## config.mk

```make
export PLATFORM = sky130hd
export DESIGN_NAME = addec_bus_sequencer_flat
export DESIGN_NICKNAME = d
export VERILOG_FILES = /design/src/rtl/addec_bus_sequencer_if.sv /design/src/rtl/addec_bus_sequencer.sv /design/src/flat_wrapper.sv
export SDC_FILE = /design/constraint.sdc
export NUM_CORES = 1
export LEC_CHECK = 0
export ABC_AREA = 1
export CORE_MARGIN = 8
export CORE_UTILIZATION = 59
export DETAILED_ROUTE_END_ITERATION = 8
export DONT_BUFFER_PORTS = 1
export PLACE_DENSITY = 0.79
export SYNTH_ARGS = -nofsm -noshare
export SYNTH_HDL_FRONTEND = slang
export SYNTH_SLANG_ARGS = --single-unit
```

## constraint.sdc

```tcl
create_clock -name clock -period 1.5 [get_ports clock]
set_input_delay 0.3 -clock clock [delete_from_list [all_inputs] [get_ports clock]]
set_output_delay 0.3 -clock clock [all_outputs]
set_load 0.02 [all_outputs]
```

## src/rtl/addec_bus_sequencer_if.sv

```systemverilog
// CPU, decode-PROM and peripheral bus signals of the bus cycle sequencer.
// master is the sequencer side, slave is the CPU/PROM/peripheral side.
interface addec_bus_sequencer_if;
    logic        cpu_req;
    logic        cpu_rw;
    logic [15:0] cpu_addr;
    logic [7:0]  cpu_wdata;
    logic        cpu_ack;
    logic [7:0]  cpu_rdata;
    logic [4:0]  prom_addr;
    logic [7:0]  prom_q;
    logic [15:0] bus_addr;
    logic [7:0]  bus_sel;
    logic        bus_rd;
    logic        bus_wr;
    logic [7:0]  bus_dout;
    logic [7:0]  bus_din;

    modport master (
        input  cpu_req, cpu_rw, cpu_addr, cpu_wdata, prom_q, bus_din,
        output cpu_ack, cpu_rdata, prom_addr, bus_addr,
        output bus_sel, bus_rd, bus_wr, bus_dout
    );

    modport slave (
        output cpu_req, cpu_rw, cpu_addr, cpu_wdata, prom_q, bus_din,
        input  cpu_ack, cpu_rdata, prom_addr, bus_addr,
        input  bus_sel, bus_rd, bus_wr, bus_dout
    );
endinterface

```

## src/rtl/addec_bus_sequencer.sv

```systemverilog
// Bus cycle sequencer: PROM page lookup, timed chip-selects and strobes,
// and a one-cycle ack back to the CPU, with per-region wait states.
module addec_bus_sequencer #(
    parameter int unsigned WAIT_ROM      = 1,
    parameter int unsigned WAIT_IO       = 0,
    parameter logic [7:0]  UNMAPPED_DATA = 8'hFF
) (
    input logic clock,
    input logic reset_n,
    addec_bus_sequencer_if.master bus
);
    localparam int unsigned WMAX = (WAIT_ROM > WAIT_IO) ? WAIT_ROM : WAIT_IO;
    localparam int CW = (WMAX > 0) ? $clog2(WMAX + 1) : 1;
    localparam logic [CW-1:0] W_ROM = CW'(WAIT_ROM);
    localparam logic [CW-1:0] W_IO  = CW'(WAIT_IO);

    localparam logic [2:0] S_IDLE   = 3'd0;
    localparam logic [2:0] S_ADDR   = 3'd1;
    localparam logic [2:0] S_LOOKUP = 3'd2;
    localparam logic [2:0] S_STROBE = 3'd3;
    localparam logic [2:0] S_DONE   = 3'd4;

    logic [2:0]    state;
    logic [CW-1:0] cnt;
    logic          rw_q;
    logic [15:0]   addr_q;
    logic [7:0]    wdata_q;
    logic          ack_q;
    logic [7:0]    rdata_q;
    logic [7:0]    sel_q;
    logic          rd_q;
    logic          wr_q;

    always_ff @(posedge clock or negedge reset_n) begin
        if (!reset_n) begin
            state   <= S_IDLE;
            cnt     <= '0;
            rw_q    <= 1'b0;
            addr_q  <= '0;
            wdata_q <= '0;
            ack_q   <= 1'b0;
            rdata_q <= '0;
            sel_q   <= '0;
            rd_q    <= 1'b0;
            wr_q    <= 1'b0;
        end else begin
            case (state)
                S_IDLE: begin
                    if (bus.cpu_req) begin
                        addr_q  <= bus.cpu_addr;
                        rw_q    <= bus.cpu_rw;
                        wdata_q <= bus.cpu_wdata;
                        state   <= S_ADDR;
                    end
                end
                S_ADDR: state <= S_LOOKUP;
                S_LOOKUP: begin
                    // An all-zero decode word means no device owns the page
                    if (bus.prom_q == 8'h00) begin
                        if (rw_q) rdata_q <= UNMAPPED_DATA;
                        ack_q <= 1'b1;
                        state <= S_DONE;
                    end else begin
                        sel_q <= bus.prom_q;
                        rd_q  <= rw_q;
                        wr_q  <= ~rw_q;
                        cnt   <= bus.prom_q[0] ? W_IO : W_ROM;
                        state <= S_STROBE;
                    end
                end
                S_STROBE: begin
                    if (cnt != '0) begin
                        cnt <= cnt - CW'(1);
                    end else begin
                        if (rw_q) rdata_q <= bus.bus_din;
                        sel_q <= '0;
                        rd_q  <= 1'b0;
                        wr_q  <= 1'b0;
                        ack_q <= 1'b1;
                        state <= S_DONE;
                    end
                end
                S_DONE: begin
                    ack_q <= 1'b0;
                    state <= S_IDLE;
                end
                default: state <= S_IDLE;
            endcase
        end
    end

    assign bus.cpu_ack   = ack_q;
    assign bus.cpu_rdata = rdata_q;
    assign bus.prom_addr = addr_q[15:11];
    assign bus.bus_addr  = addr_q;
    assign bus.bus_sel   = sel_q;
    assign bus.bus_rd    = rd_q;
    assign bus.bus_wr    = wr_q;
    assign bus.bus_dout  = wdata_q;
endmodule
```

## src/flat_wrapper.sv

```systemverilog
// flat-port wrapper written by rule: the top's interface ports become plain ports
module addec_bus_sequencer_flat 
#(
    parameter int unsigned WAIT_ROM      = 1,
    parameter int unsigned WAIT_IO       = 0,
    parameter logic [7:0]  UNMAPPED_DATA = 8'hFF
)
  (clock, reset_n, bus_cpu_req, bus_cpu_rw, bus_cpu_addr, bus_cpu_wdata, bus_prom_q, bus_bus_din, bus_cpu_ack, bus_cpu_rdata, bus_prom_addr, bus_bus_addr, bus_bus_sel, bus_bus_rd, bus_bus_wr, bus_bus_dout);
  addec_bus_sequencer_if bus_i ();
  input logic clock;
  input logic reset_n;
  input wire logic [$bits(bus_i.cpu_req)-1:0] bus_cpu_req;
  input wire logic [$bits(bus_i.cpu_rw)-1:0] bus_cpu_rw;
  input wire logic [$bits(bus_i.cpu_addr)-1:0] bus_cpu_addr;
  input wire logic [$bits(bus_i.cpu_wdata)-1:0] bus_cpu_wdata;
  input wire logic [$bits(bus_i.prom_q)-1:0] bus_prom_q;
  input wire logic [$bits(bus_i.bus_din)-1:0] bus_bus_din;
  output wire logic [$bits(bus_i.cpu_ack)-1:0] bus_cpu_ack;
  output wire logic [$bits(bus_i.cpu_rdata)-1:0] bus_cpu_rdata;
  output wire logic [$bits(bus_i.prom_addr)-1:0] bus_prom_addr;
  output wire logic [$bits(bus_i.bus_addr)-1:0] bus_bus_addr;
  output wire logic [$bits(bus_i.bus_sel)-1:0] bus_bus_sel;
  output wire logic [$bits(bus_i.bus_rd)-1:0] bus_bus_rd;
  output wire logic [$bits(bus_i.bus_wr)-1:0] bus_bus_wr;
  output wire logic [$bits(bus_i.bus_dout)-1:0] bus_bus_dout;
  assign bus_i.cpu_req = bus_cpu_req;
  assign bus_i.cpu_rw = bus_cpu_rw;
  assign bus_i.cpu_addr = bus_cpu_addr;
  assign bus_i.cpu_wdata = bus_cpu_wdata;
  assign bus_i.prom_q = bus_prom_q;
  assign bus_i.bus_din = bus_bus_din;
  assign bus_cpu_ack = bus_i.cpu_ack;
  assign bus_cpu_rdata = bus_i.cpu_rdata;
  assign bus_prom_addr = bus_i.prom_addr;
  assign bus_bus_addr = bus_i.bus_addr;
  assign bus_bus_sel = bus_i.bus_sel;
  assign bus_bus_rd = bus_i.bus_rd;
  assign bus_bus_wr = bus_i.bus_wr;
  assign bus_bus_dout = bus_i.bus_dout;
  addec_bus_sequencer #(.WAIT_ROM(WAIT_ROM), .WAIT_IO(WAIT_IO), .UNMAPPED_DATA(UNMAPPED_DATA)) u_core (.clock(clock), .reset_n(reset_n), .bus(bus_i));
endmodule
```

==> After elaboration in Yosys (flattened, before gate mapping) <==
Cells that the tools add are included.
{ "word_totals": {"inputBits": 44, "out_inout_bits": 48, "wordCells": 56, "reg_bits": 48} }
{ "classes": {"n_eq_ne": 10, "n_addsub": 1, "bitwise": 1, "mux": 24, "n_reduce_logical": 10} }
{ "op_table": {"columns": ["cell", "count"], "rows": [
  ["two-way mux 8 bit", 6],
  ["case mux 8 bit (2 select lines)", 2],
  ["case mux 3 bit (4 select lines)", 1],
  ["two-way mux 3 bit", 3],
  ["logical NOT 8 bit", 1],
  ["two-way mux 1 bit", 8],
  ["equality test 3 x 2 -> 1 bit (second input constant)", 2],
  ["inequality test 2 x 1 -> 1 bit (second input constant)", 3],
  ["inequality test 2 bit (second input constant)", 3],
  ["case mux 1 bit (2 select lines)", 3],
  ["AND reduction 2 bit", 3],
  ["AND reduction 3 bit", 2],
  ["AND reduction 5 bit", 1],
  ["equality test 3 x 1 -> 1 bit (second input constant)", 1],
  ["equality test 3 bit (second input constant)", 1],
  ["logical NOT 3 bit", 1],
  ["case mux 1 bit (3 select lines)", 1],
  ["nonzero test 3 bit", 1],
  ["nonzero test 2 bit", 1],
  ["NOT 1 bit", 1],
  ["subtractor 1 bit (second input constant)", 1]
]} }

==> Depth between registers and ports, before layout <==
{ "logic_depth": {"ltp_word": 3, "depth_mapped": 7, "depth_no_buf": 7} }

==> Worst setup path before layout <==
No wires, ideal clock.
{ "synth_timing": {"path_kind": "register to register", "from": "register u_core.state[0]", "to": "register u_core.addr_q[12] (netlist: u_core.bus.bus_addr[12])", "t_arrival_ns": 1.196, "period_less_slack_ns": 1.321, "n_path_buf": 1, "required_time_ns": 1.375, "path_slack_ns": 0.179, "stages_incl_launch_ff": 5, "setup_time_ns": 0.125, "cell_sequence": "dfrtp_1 > nor2_4 > nand3_4 > buf_6 > mux2_4"} }
{ "synth_between": {"elab_chain_cells": 2} }
{ "synth_lines": {"columns": ["item", "line_no", "source"], "rows": [
  ["start: declaration", "addec_bus_sequencer.sv:23", "logic [2:0] state;"],
  ["start signal: assignment", "addec_bus_sequencer.sv:36", "state <= S_IDLE;"],
  ["start signal: assignment", "addec_bus_sequencer.sv:53", "state <= S_ADDR;"],
  ["start signal: assignment", "addec_bus_sequencer.sv:56", "S_ADDR: state <= S_LOOKUP;"],
  ["logical NOT 3 bit", "addec_bus_sequencer.sv:47", "case (state)"],
  ["AND reduction 2 bit (no source line)", null, null],
  ["end signal: assignment", "addec_bus_sequencer.sv:50", "addr_q <= bus.cpu_addr;"],
  ["end: declaration", "addec_bus_sequencer.sv:26", "logic [15:0] addr_q;"]
]} }
Every way passes these cells.
A chain may end at the register's enable or synchronous reset.

==> Worst setup path after layout <==
{ "layout_timing": {"from": "register u_core.state[0]", "to": "register u_core.addr_q[8] (netlist: u_core.bus.bus_addr[8])"} }
Same word-level chain as after synthesis.

==> flow_metrics.env <==
export IMPL_row_count=22
export IMPL_synth_top_area_cell="dfrtp_1"
export IMPL_start_util_pct=59.9
export IMPL_yosysWarnings=0
export IMPL_slowest_delay_ns=0.56
export IMPL_wl_per_cell_um=18.8
export IMPL_vias_per_cell=5.53
export IMPL_ys_seq_area_share_pct=56.5
export IMPL_slew_violations=0
export IMPL_finalClockSkew_ns=0.00795
export IMPL_stdcell_count=246
export IMPL_drt_iter0_drc=72
export IMPL_clk_path_buf_depth=2
export IMPL_drc=0
export IMPL_hp_start="bus_prom_q[0]"
export IMPL_crit_family="flip-flops"
export IMPL_end_kind="flip-flop"
export IMPL_fin_setup_tns_ns=0
export IMPL_crit_type="flip-flop to flip-flop"
export IMPL_async_flop_share_pct=100
export IMPL_core_area_mm2=0.00355
export IMPL_ff2ff_path_depth=4
export IMPL_clkTransAtPathRegs_ns=0.12
export IMPL_peakVddDrop_mv=1.05
export IMPL_final_nets=242
export IMPL_syn_nets=236
export IMPL_grt_usage_pct=16.2
export IMPL_path_buf_inv=1
export IMPL_synth_cells=192
export IMPL_slew_headroom_pct=72.5
export IMPL_dp_hpwl_um=3620
export IMPL_required_ns=1.73
export IMPL_grt_overflow_total=0
export IMPL_antenna_found_initial=0
export IMPL_whs_ns=0.0404
export IMPL_grt_pass1_vias=1407
export IMPL_synth_top_area_share_pct=56.5
export IMPL_max_cap_viol_count=0
export IMPL_num_io_pins=92
export IMPL_num_fill_cells=277
export IMPL_synthTopCellsByArea="dfrtp_1 (56%), mux2_4 (13%), nand2_1 (9.9%)"
export IMPL_area_growth_pct=6.47
export IMPL_synth_edf_count=0
export IMPL_syn_avg_cell_area_um2=11.1
export IMPL_clock_sinks=48
export IMPL_grt_max_degree=49
export IMPL_wl_um=4640
export IMPL_rsz0062_at_grt="false"
export IMPL_clock_latency_ns=0.34
export IMPL_numCtsBuffers=5
export IMPL_min_period_ns=1.43
export IMPL_cp_max_fo=26
export IMPL_worstPathArrival_ns=1.66
export IMPL_worstReg2RegEnd="u_core.bus.bus_addr[8]"
export IMPL_die_area_mm2=0.00578
export IMPL_outcome="complete, no violations"
export IMPL_postCtsSetupBuffers=0
export IMPL_synth_most_common_cell="nand2_1"
export IMPL_r2r_slack_ns=0.07
export IMPL_whs_path_depth=1
export IMPL_syn_area_mm2=0.00213
export IMPL_fin_crit_sh_pct=95.3
export IMPL_post_dp_cell_area_mm2=0.00218
export IMPL_p_per_area_mw_per_mm2=2480
export IMPL_hold_path_class="input pin to flip-flop"
export IMPL_r2r_start="u_core.state[0]"
export IMPL_place_inst=237
export IMPL_ys_ff_latch=48
export IMPL_synth_cell_types=24
export IMPL_antennaDiodeCount=0
export IMPL_drt_pass1_iter_count=5
export IMPL_crit_chain="nor2_4 -> nand3_4 -> buf_12 -> mux2_2"
export IMPL_ant_nets=0
export IMPL_whs_endpoint="u_core.cnt"
export IMPL_dieHeight_um=76.0
export IMPL_cp_start_kind="flip-flop"
export IMPL_tritoncts="yes"
export IMPL_p_leak_uw=0.00116
export IMPL_drive_gt1_share_pct=25.3
export IMPL_setup_violations=0
export IMPL_vias=1361
export IMPL_gp_congestion=0.812
export IMPL_ys_flop_type="dfrtp_1"
export IMPL_cts_root_buffer_cell="clkbuf_4"
export IMPL_critical_path_slowest_cell="dfrtp_1"
export IMPL_die_w_um=76.0
export IMPL_io_buffers=0
export IMPL_worstMarginPinSlew_ns=0.413
export IMPL_htree_levels=2
export IMPL_grt_pass1_wl_um=7560
export IMPL_fmax_ghz=0.700
export IMPL_design_area_mm2=0.00226
export IMPL_synth_commonest_cells="nand2_1 (56), dfrtp_1 (48), nand3_1 (21)"
export IMPL_finalHoldViolCount=0
==> registers in the layout, indices dropped and copies added, names as in the netlist <==
register	count
u_core.bus.bus_addr	16
u_core.bus.bus_dout	8
u_core.bus.bus_sel	8
u_core.bus.cpu_rdata	8
u_core.state	3
u_core.bus.bus_rd	1
u_core.bus.bus_wr	1
u_core.bus.cpu_ack	1
u_core.cnt	1
u_core.rw_q	1
==> placed cells by master, fill, tap and decap left out, drive strengths merged <==
cell | synthesis | final
nand3 | 23 | 23
buf | 9 | 7
mux2 | 24 | 24
clkbuf | 0 | 6
nand2 | 59 | 59
a211oi | 1 | 1
o21ai | 2 | 2
a21oi | 1 | 1
o311ai | 1 | 1
dfrtp | 48 | 48
clkinv | 1 | 2
or2 | 1 | 1
dlygate4sd3 | 0 | 1
nor2 | 9 | 9
inv | 13 | 13
==> layer usage <==
metal | GRT usage (%) | vias to the layer above | wire length, um
li1 | - | 631 | -
met3 | 6.72 | 4 | 413
met1 | 17.5 | 660 | 1820
met4 | 5.88 | 0 | 31
met5 | 0 | - | 0
met2 | 27.5 | 66 | 2380
==> stage by stage <==
step | setup slack (ns) | util (%) | power (uW)
global route | 0.00705 | 63.8 | 5990
detailed placement | 0.114 | 61.3 | 5100
CTS | 0.102 | 63.6 | 5670
finish | 0.0707 | 63.8 | 5620
global placement | 0.165 | 61.3 | 4930
floorplan | 0.179 | - | 4670
==> where the power goes <==
group | internal, uW | leakage [uW] | switching (uW) | total, uW
logic | 932 | 0.000551 | 866 | 1800
registers | 1930 | 0.000577 | 1360 | 3290
clock network | 173 | 0.0000281 | 362 | 535
total | 3030 | 0.00116 | 2590 | 5620
==> how the worst max path moves through the flow <==
stage | to | from | slack [ns] | cells after the start
floorplan | u_core.bus.bus_addr[12] | u_core.state[0] | 0.18 | 4
global route | u_core.bus.bus_sel[5] | u_core.state[1] | 0.007 | 7
detailed placement | u_core.bus.cpu_rdata[5] | u_core.state[2] | 0.11 | 7
global placement | u_core.bus.cpu_rdata[3] | u_core.state[2] | 0.17 | 7
finish | u_core.bus.bus_addr[8] | u_core.state[0] | 0.07 | 4
CTS | u_core.bus.cpu_rdata[5] | u_core.state[2] | 0.10 | 7
==> timing repair <==
action | 4_1_cts | 5_1_grt
resized for setup | 0 | 1
hold endpoints to repair | 48 | 0
endpoints found under the setup margin | 0 | 2
hold buffers | 2 | 0
==> kinds of logic (layout without fill, tap and decap cells) <==
group	Yosys count	after routing	share of synthesized area (%)
AOI/OAI and AO/OA	5	5	2.24
and+or+nand+nor	92	92	19.7
DFF	48	48	56.5
muxes	24	24	15.9
buffers and inverters	23	29	5.71
==> final cells by class <==
cell class,instances,area (um^2),area share (%)
Multi-Input combinational cell,121,810,35.7
Inverter,14,52.6,2.32
Sequential cell,48,1200,53.0
Tap cell,48,60.1,2.65
Timing Repair Buffer,8,95.1,4.20
Clock inverter,1,5.00,0.221
Clock buffer,6,41.3,1.82
(Power assumes the default switching activity.)
